[src/rtl/pipe_stage_skid.sv]
`default_nettype none
// ============================================================================
//  Module   : pipe_stage_skid
//  Purpose  : Inter-stage pipeline register with a valid/ready handshake and a
//             2-entry skid (main + skid), so in_ready can be a flop while the
//             stage still moves one entry per cycle. A synchronous flush
//             empties the stage and leaves a bubble that carries in_pc. A
//             saturating counter records how many valid entries flush threw
//             away.
//  Ports    : clk, reset (async, active-high)
//             in_valid / in_ready / in_data / in_pc   - upstream side
//             flush                                   - bubble insert
//             out_valid / out_ready / out_data / out_pc - downstream side
//             flush_drops                             - discarded-entry count
//  Revision : 1.0  initial release
// ============================================================================
module pipe_stage_skid #(
    parameter int              DATA_W   = 128,
    parameter int              PC_W     = 32,
    parameter logic [PC_W-1:0] RESET_PC = 32'h0000_3000,
    parameter int              CNT_W    = 8
) (
    input  logic              clk,
    input  logic              reset,
    input  logic              in_valid,
    output logic              in_ready,
    input  logic [DATA_W-1:0] in_data,
    input  logic [PC_W-1:0]   in_pc,
    input  logic              flush,
    output logic              out_valid,
    input  logic              out_ready,
    output logic [DATA_W-1:0] out_data,
    output logic [PC_W-1:0]   out_pc,
    output logic [CNT_W-1:0]  flush_drops
);

    typedef enum logic [1:0] {
        ST_EMPTY = 2'd0,
        ST_ONE   = 2'd1,
        ST_FULL  = 2'd2
    } state_t;

    localparam logic [CNT_W-1:0] c_cnt_max = {CNT_W{1'b1}};

    state_t            r_state;
    logic              r_in_ready;
    logic              r_out_valid;
    logic [DATA_W-1:0] r_main_data;
    logic [PC_W-1:0]   r_main_pc;
    logic [DATA_W-1:0] r_skid_data;
    logic [PC_W-1:0]   r_skid_pc;
    logic [CNT_W-1:0]  r_flush_drops;

    state_t            w_state_nx;
    logic [DATA_W-1:0] w_main_data_nx;
    logic [PC_W-1:0]   w_main_pc_nx;
    logic [DATA_W-1:0] w_skid_data_nx;
    logic [PC_W-1:0]   w_skid_pc_nx;
    logic [CNT_W-1:0]  w_cnt_nx;
    logic              w_in_fire;
    logic              w_out_fire;
    logic              w_drop_main;
    logic              w_drop_skid;
    logic [CNT_W+1:0]  w_cnt_sum;

    assign w_in_fire  = in_valid & r_in_ready;
    assign w_out_fire = r_out_valid & out_ready;

    // Entries lost to a flush: a main entry not taken this cycle, the skid
    // entry (never delivered in the same cycle) and any entry accepted now.
    assign w_drop_main = r_out_valid & ~w_out_fire;
    assign w_drop_skid = (r_state == ST_FULL);
    assign w_cnt_sum   = {2'b00, r_flush_drops}
                       + {{(CNT_W+1){1'b0}}, w_drop_main}
                       + {{(CNT_W+1){1'b0}}, w_drop_skid}
                       + {{(CNT_W+1){1'b0}}, w_in_fire};

    always_comb begin
        w_state_nx     = r_state;
        w_main_data_nx = r_main_data;
        w_main_pc_nx   = r_main_pc;
        w_skid_data_nx = r_skid_data;
        w_skid_pc_nx   = r_skid_pc;
        w_cnt_nx       = r_flush_drops;

        if (flush) begin
            w_state_nx     = ST_EMPTY;
            w_main_data_nx = '0;
            w_main_pc_nx   = in_pc;
            w_cnt_nx       = (w_cnt_sum[CNT_W+1:CNT_W] != 2'b00) ? c_cnt_max
                                                                : w_cnt_sum[CNT_W-1:0];
        end else begin
            case (r_state)
                ST_EMPTY: begin
                    if (w_in_fire) begin
                        w_main_data_nx = in_data;
                        w_main_pc_nx   = in_pc;
                        w_state_nx     = ST_ONE;
                    end
                end
                ST_ONE: begin
                    if (w_in_fire && w_out_fire) begin
                        w_main_data_nx = in_data;
                        w_main_pc_nx   = in_pc;
                    end else if (w_in_fire) begin
                        // Downstream stalled: park the new entry behind main.
                        w_skid_data_nx = in_data;
                        w_skid_pc_nx   = in_pc;
                        w_state_nx     = ST_FULL;
                    end else if (w_out_fire) begin
                        // Main keeps its stale contents; out_valid qualifies it.
                        w_state_nx = ST_EMPTY;
                    end
                end
                ST_FULL: begin
                    if (w_out_fire) begin
                        w_main_data_nx = r_skid_data;
                        w_main_pc_nx   = r_skid_pc;
                        w_state_nx     = ST_ONE;
                    end
                end
                default: begin
                    w_state_nx = ST_EMPTY;
                end
            endcase
        end
    end

    always_ff @(posedge clk or posedge reset) begin
        if (reset) begin
            r_state       <= ST_EMPTY;
            r_in_ready    <= 1'b1;
            r_out_valid   <= 1'b0;
            r_main_data   <= '0;
            r_main_pc     <= RESET_PC;
            r_skid_data   <= '0;
            r_skid_pc     <= '0;
            r_flush_drops <= '0;
        end else begin
            r_state       <= w_state_nx;
            // Handshake flags are decoded from the next state so both are
            // plain flops with no combinational path from the inputs.
            r_in_ready    <= (w_state_nx != ST_FULL);
            r_out_valid   <= (w_state_nx != ST_EMPTY);
            r_main_data   <= w_main_data_nx;
            r_main_pc     <= w_main_pc_nx;
            r_skid_data   <= w_skid_data_nx;
            r_skid_pc     <= w_skid_pc_nx;
            r_flush_drops <= w_cnt_nx;
        end
    end

    assign in_ready    = r_in_ready;
    assign out_valid   = r_out_valid;
    assign out_data    = r_main_data;
    assign out_pc      = r_main_pc;
    assign flush_drops = r_flush_drops;

endmodule
`default_nettype wire

[config.mk]
export PLATFORM = sky130hd
export DESIGN_NAME = pipe_stage_skid
export DESIGN_NICKNAME = d
export VERILOG_FILES = /design/src/rtl/pipe_stage_skid.sv
export SDC_FILE = /design/constraint.sdc
export NUM_CORES = 1
export LEC_CHECK = 0
export CORE_ASPECT_RATIO = 1.1
export CORE_MARGIN = 3
export CORE_UTILIZATION = 53
export CTS_BUF_LIST = sky130_fd_sc_hd__clkbuf_2
export CTS_CLUSTER_DIAMETER = 30
export DETAILED_ROUTE_END_ITERATION = 12
export PLACE_DENSITY = 0.84
export RECOVER_POWER = 100
export SLEW_MARGIN = 10
export SYNTH_ARGS = -nofsm -noshare
export SYNTH_HDL_FRONTEND = slang
export SYNTH_SLANG_ARGS = --single-unit
[constraint.sdc]
create_clock -name clk -period 12.9 [get_ports clk]
set_input_delay 2.58 -clock clk [delete_from_list [all_inputs] [get_ports clk]]
set_output_delay 2.58 -clock clk [all_outputs]
set_load 0.005 [all_outputs]
==> results.ini <==
[status]
status = complete, but fails checks
violations = max-capacitance violations, max-slew violations

[hold_path]
hold_path_class = reg2reg
hold_depth = 1

[job]
max_cap_viol_count = 8

[worst_setup_path]
critPathBufInv = 2
required_ns = 13.66
crit_type = in2reg
start_kind = input pin
setup.worst_path.end_class = flop
crit_family = buffers and inverters
crit_path_max_fanout = 106
rr_worst_depth = 4
slowest_stage = clkbuf_1
critical-path-max-stage-delay_ns = 3.12
crit_chain = dlygate4sd3_1 > and3b_1 > clkbuf_1 > a2111oi_0 > a211oi_1
path_depth = 5
cp.arrival_ns = 8.55

[sta]
skew_ns = 0.0812
report.final.slew_viol_count = 585
rsz0062_at_grt = false
worstMarginPinSlew_ns = 6.35
min_period_over_period_pct = 60.4
slew_headroom_pct = -325
finalSetupViolations = 0
finalWorstSetupSlack_ns = 5.11
finalHoldViolations = 0
fmax_mhz = 128
hold_ws_ns = 0.484
tns_ns = 0
fin_crit_ns = 7.79

[pwr]
total_power_mw = 3.13
ir_worst_vdd_v = 0.000124
p_per_area_nw_per_um2 = 162
cellLeakagePower_nw = 7.86

[yosys]
synth_cell_types = 45
synth_ff_type = dfrtp_1
synth_warnings = 0
syn_area_um2 = 15100
yosys_register_bits = 332
synthCells = 1139
ys_async_sr_fraction_pct = 100
avgSynthCellArea_um2 = 13.2
synth-edff-count = 0
yosysSeqAreaShare_pct = 55.1
synth.net_count = 1308

[grt]
grt_use_total_pct = 26.0
grt_pass1_wl_mm = 65.2
grt_overflow = 0
grt_pass1_vias = 12100
grt_max_degree = 188
antenna_found_initial = 6

[clocking]
cts_buffers = 91
cts_root_buf = clkbuf_2
clkTransAtPathRegs_ns = 0.11
cts.sinks = 332
clk_latency_ns = 0.87
cts_resized = 0
tritoncts = done
cts.path.max_buffers = 3
htreeDepth = 3
post_cts_buffers = 0
hold_buffers = 0

[layout]
nets = 1614
fill_cells = 2025
drive_gt1_share_pct = 16.5
areaGrowthSynthToFinish_pct = 27.7
seq_area_um2 = 8310
multi_input_area_um2 = 6180

[route]
vias_per_cell = 6.14
drc = 0
ant_nets = 0
totalWireLength_mm = 40.5
drt-initial-drc-count = 841
drt_first_pass_iters = 4
route.detailed.wl_per_inst_um = 21.5
vias = 11600

[die]
die_x_um = 167
core_um2 = 27900
start_util_pct = 54.0
die_y_um = 183
fp-row-count = 64
io_pins = 335
dieArea_um2 = 30500

[place]
place_ws_ns = 7.19
hpwl_mm = 24.5
routabilityCongestion = 0.792
io_buffers = 334

registers in the layout, summed over array words and instances (netlist names):
signal and cells:
out_data 128, r_skid_data 128, out_pc 32, r_skid_pc 32, flush_drops 8, r_state 2, in_ready 1, out_valid 1
cell families after synthesis:
logic type      after synthesis  synth area share (%)
flops                       332                  55.1
buf+inv                     138                  4.06
simple gates                 65                  2.65
mux                         290                  20.6
compound gates              309                  17.2
fa+ha+maj                     4                 0.382
xor+xnor                      1                0.0581
synthesized netlist by cell type, drive strengths merged (2+ instances only):
master	count	area share [%]
dfrtp	329	55
mux2	161	12
a211oi	129	6.4
mux2i	129	8.6
a2111oi	128	7.4
clkbuf	79	2.0
buf	55	2.0
or3	33	1.4
o221a	32	2.4
a21oi	7	0.23
nor2	6	0.15
nand2	5	0.12
inv	4	0.099
nand3	4	0.13
a31oi	3	0.12
dfstp	3	0.52
ha	3	0.25
nor2b	3	0.12
and3	2	0.083
nand4	2	0.083
final timing paths:
kind | end | slack, ns | from
min reg2reg | r_skid_pc[24] | 0.48 | r_skid_pc[24]
max | out_data[108] | 5.11 | in_valid
min in group asynchronous | out_data[89] | 4.16 | reset
min | r_skid_pc[24] | 0.48 | r_skid_pc[24]
max reg2reg | out_data[108] | 6.87 | in_ready
max in group asynchronous | out_data[127] | 5.89 | reset
worst register-to-register path, stage by stage (launching register included):
cell       delay [ns]
dfstp_1          0.61
and3b_1          0.87
clkbuf_1         3.13
a2111oi_0        0.87
a211oi_1         0.52
cells in the final DEF (no fill, tap or decap), types with 3 or more instances in the layout:
master / Yosys / routed
dfrtp_1: 329 / 329
dlygate4sd3_1: 0 / 172
clkdlybuf4s50_1: 0 / 161
mux2i_1: 129 / 129
a211oi_1: 129 / 129
a2111oi_0: 128 / 128
clkbuf_2: 0 / 126
mux2_1: 100 / 101
mux2_2: 61 / 60
or3_1: 33 / 33
o221a_2: 32 / 32
clkinv_1: 0 / 22
clkinv_2: 0 / 9
buf_4: 11 / 7
nor2_1: 6 / 6
a21oi_1: 7 / 6
clkbuf_1: 79 / 6
diode_2: 0 / 5
nand2_1: 5 / 5
nand3_1: 4 / 4
inv_1: 4 / 3
a31oi_1: 3 / 3
ha_1: 3 / 3
bufinv_16: 0 / 3
area by class of cell:
type	instances	share of cell area, %
diodes	5	0.0649
clock buffers	126	3.27
clock inverters	37	1.23
inverters	4	0.0844
multi-input cells	669	32.1
flip-flops and latches	332	43.1
well taps	363	2.36
repair buffers	347	17.8
stage by stage:
stage / area [um^2] / cells / utilization (%)
2_1_floorplan: 15100 / 1139 / -
3_3_place_gp: 18400 / 1715 / 66.0
3_5_place_dp: 18400 / 1715 / 66.0
4_1_cts: 19300 / 1878 / 69.1
5_1_grt: 19300 / 1882 / 68.9
6_report: 19300 / 1883 / 69.0
where the power goes:
group          switching (mW)  internal [mW]  leakage (nW)
registers               0.187           1.38          4.11
clock network           0.443          0.327         0.640
logic                   0.349          0.438          3.11
metal layers:
metal	global-route usage [%]	vias up	wire length (um)
met5	0	-	23
met4	11.3	4	1400
met3	6.62	82	2610
met2	42.2	450	20000
met1	33.5	5859	16500
li1	-	5175	-
No activity file was read; power rests on OpenSTA's default activity.
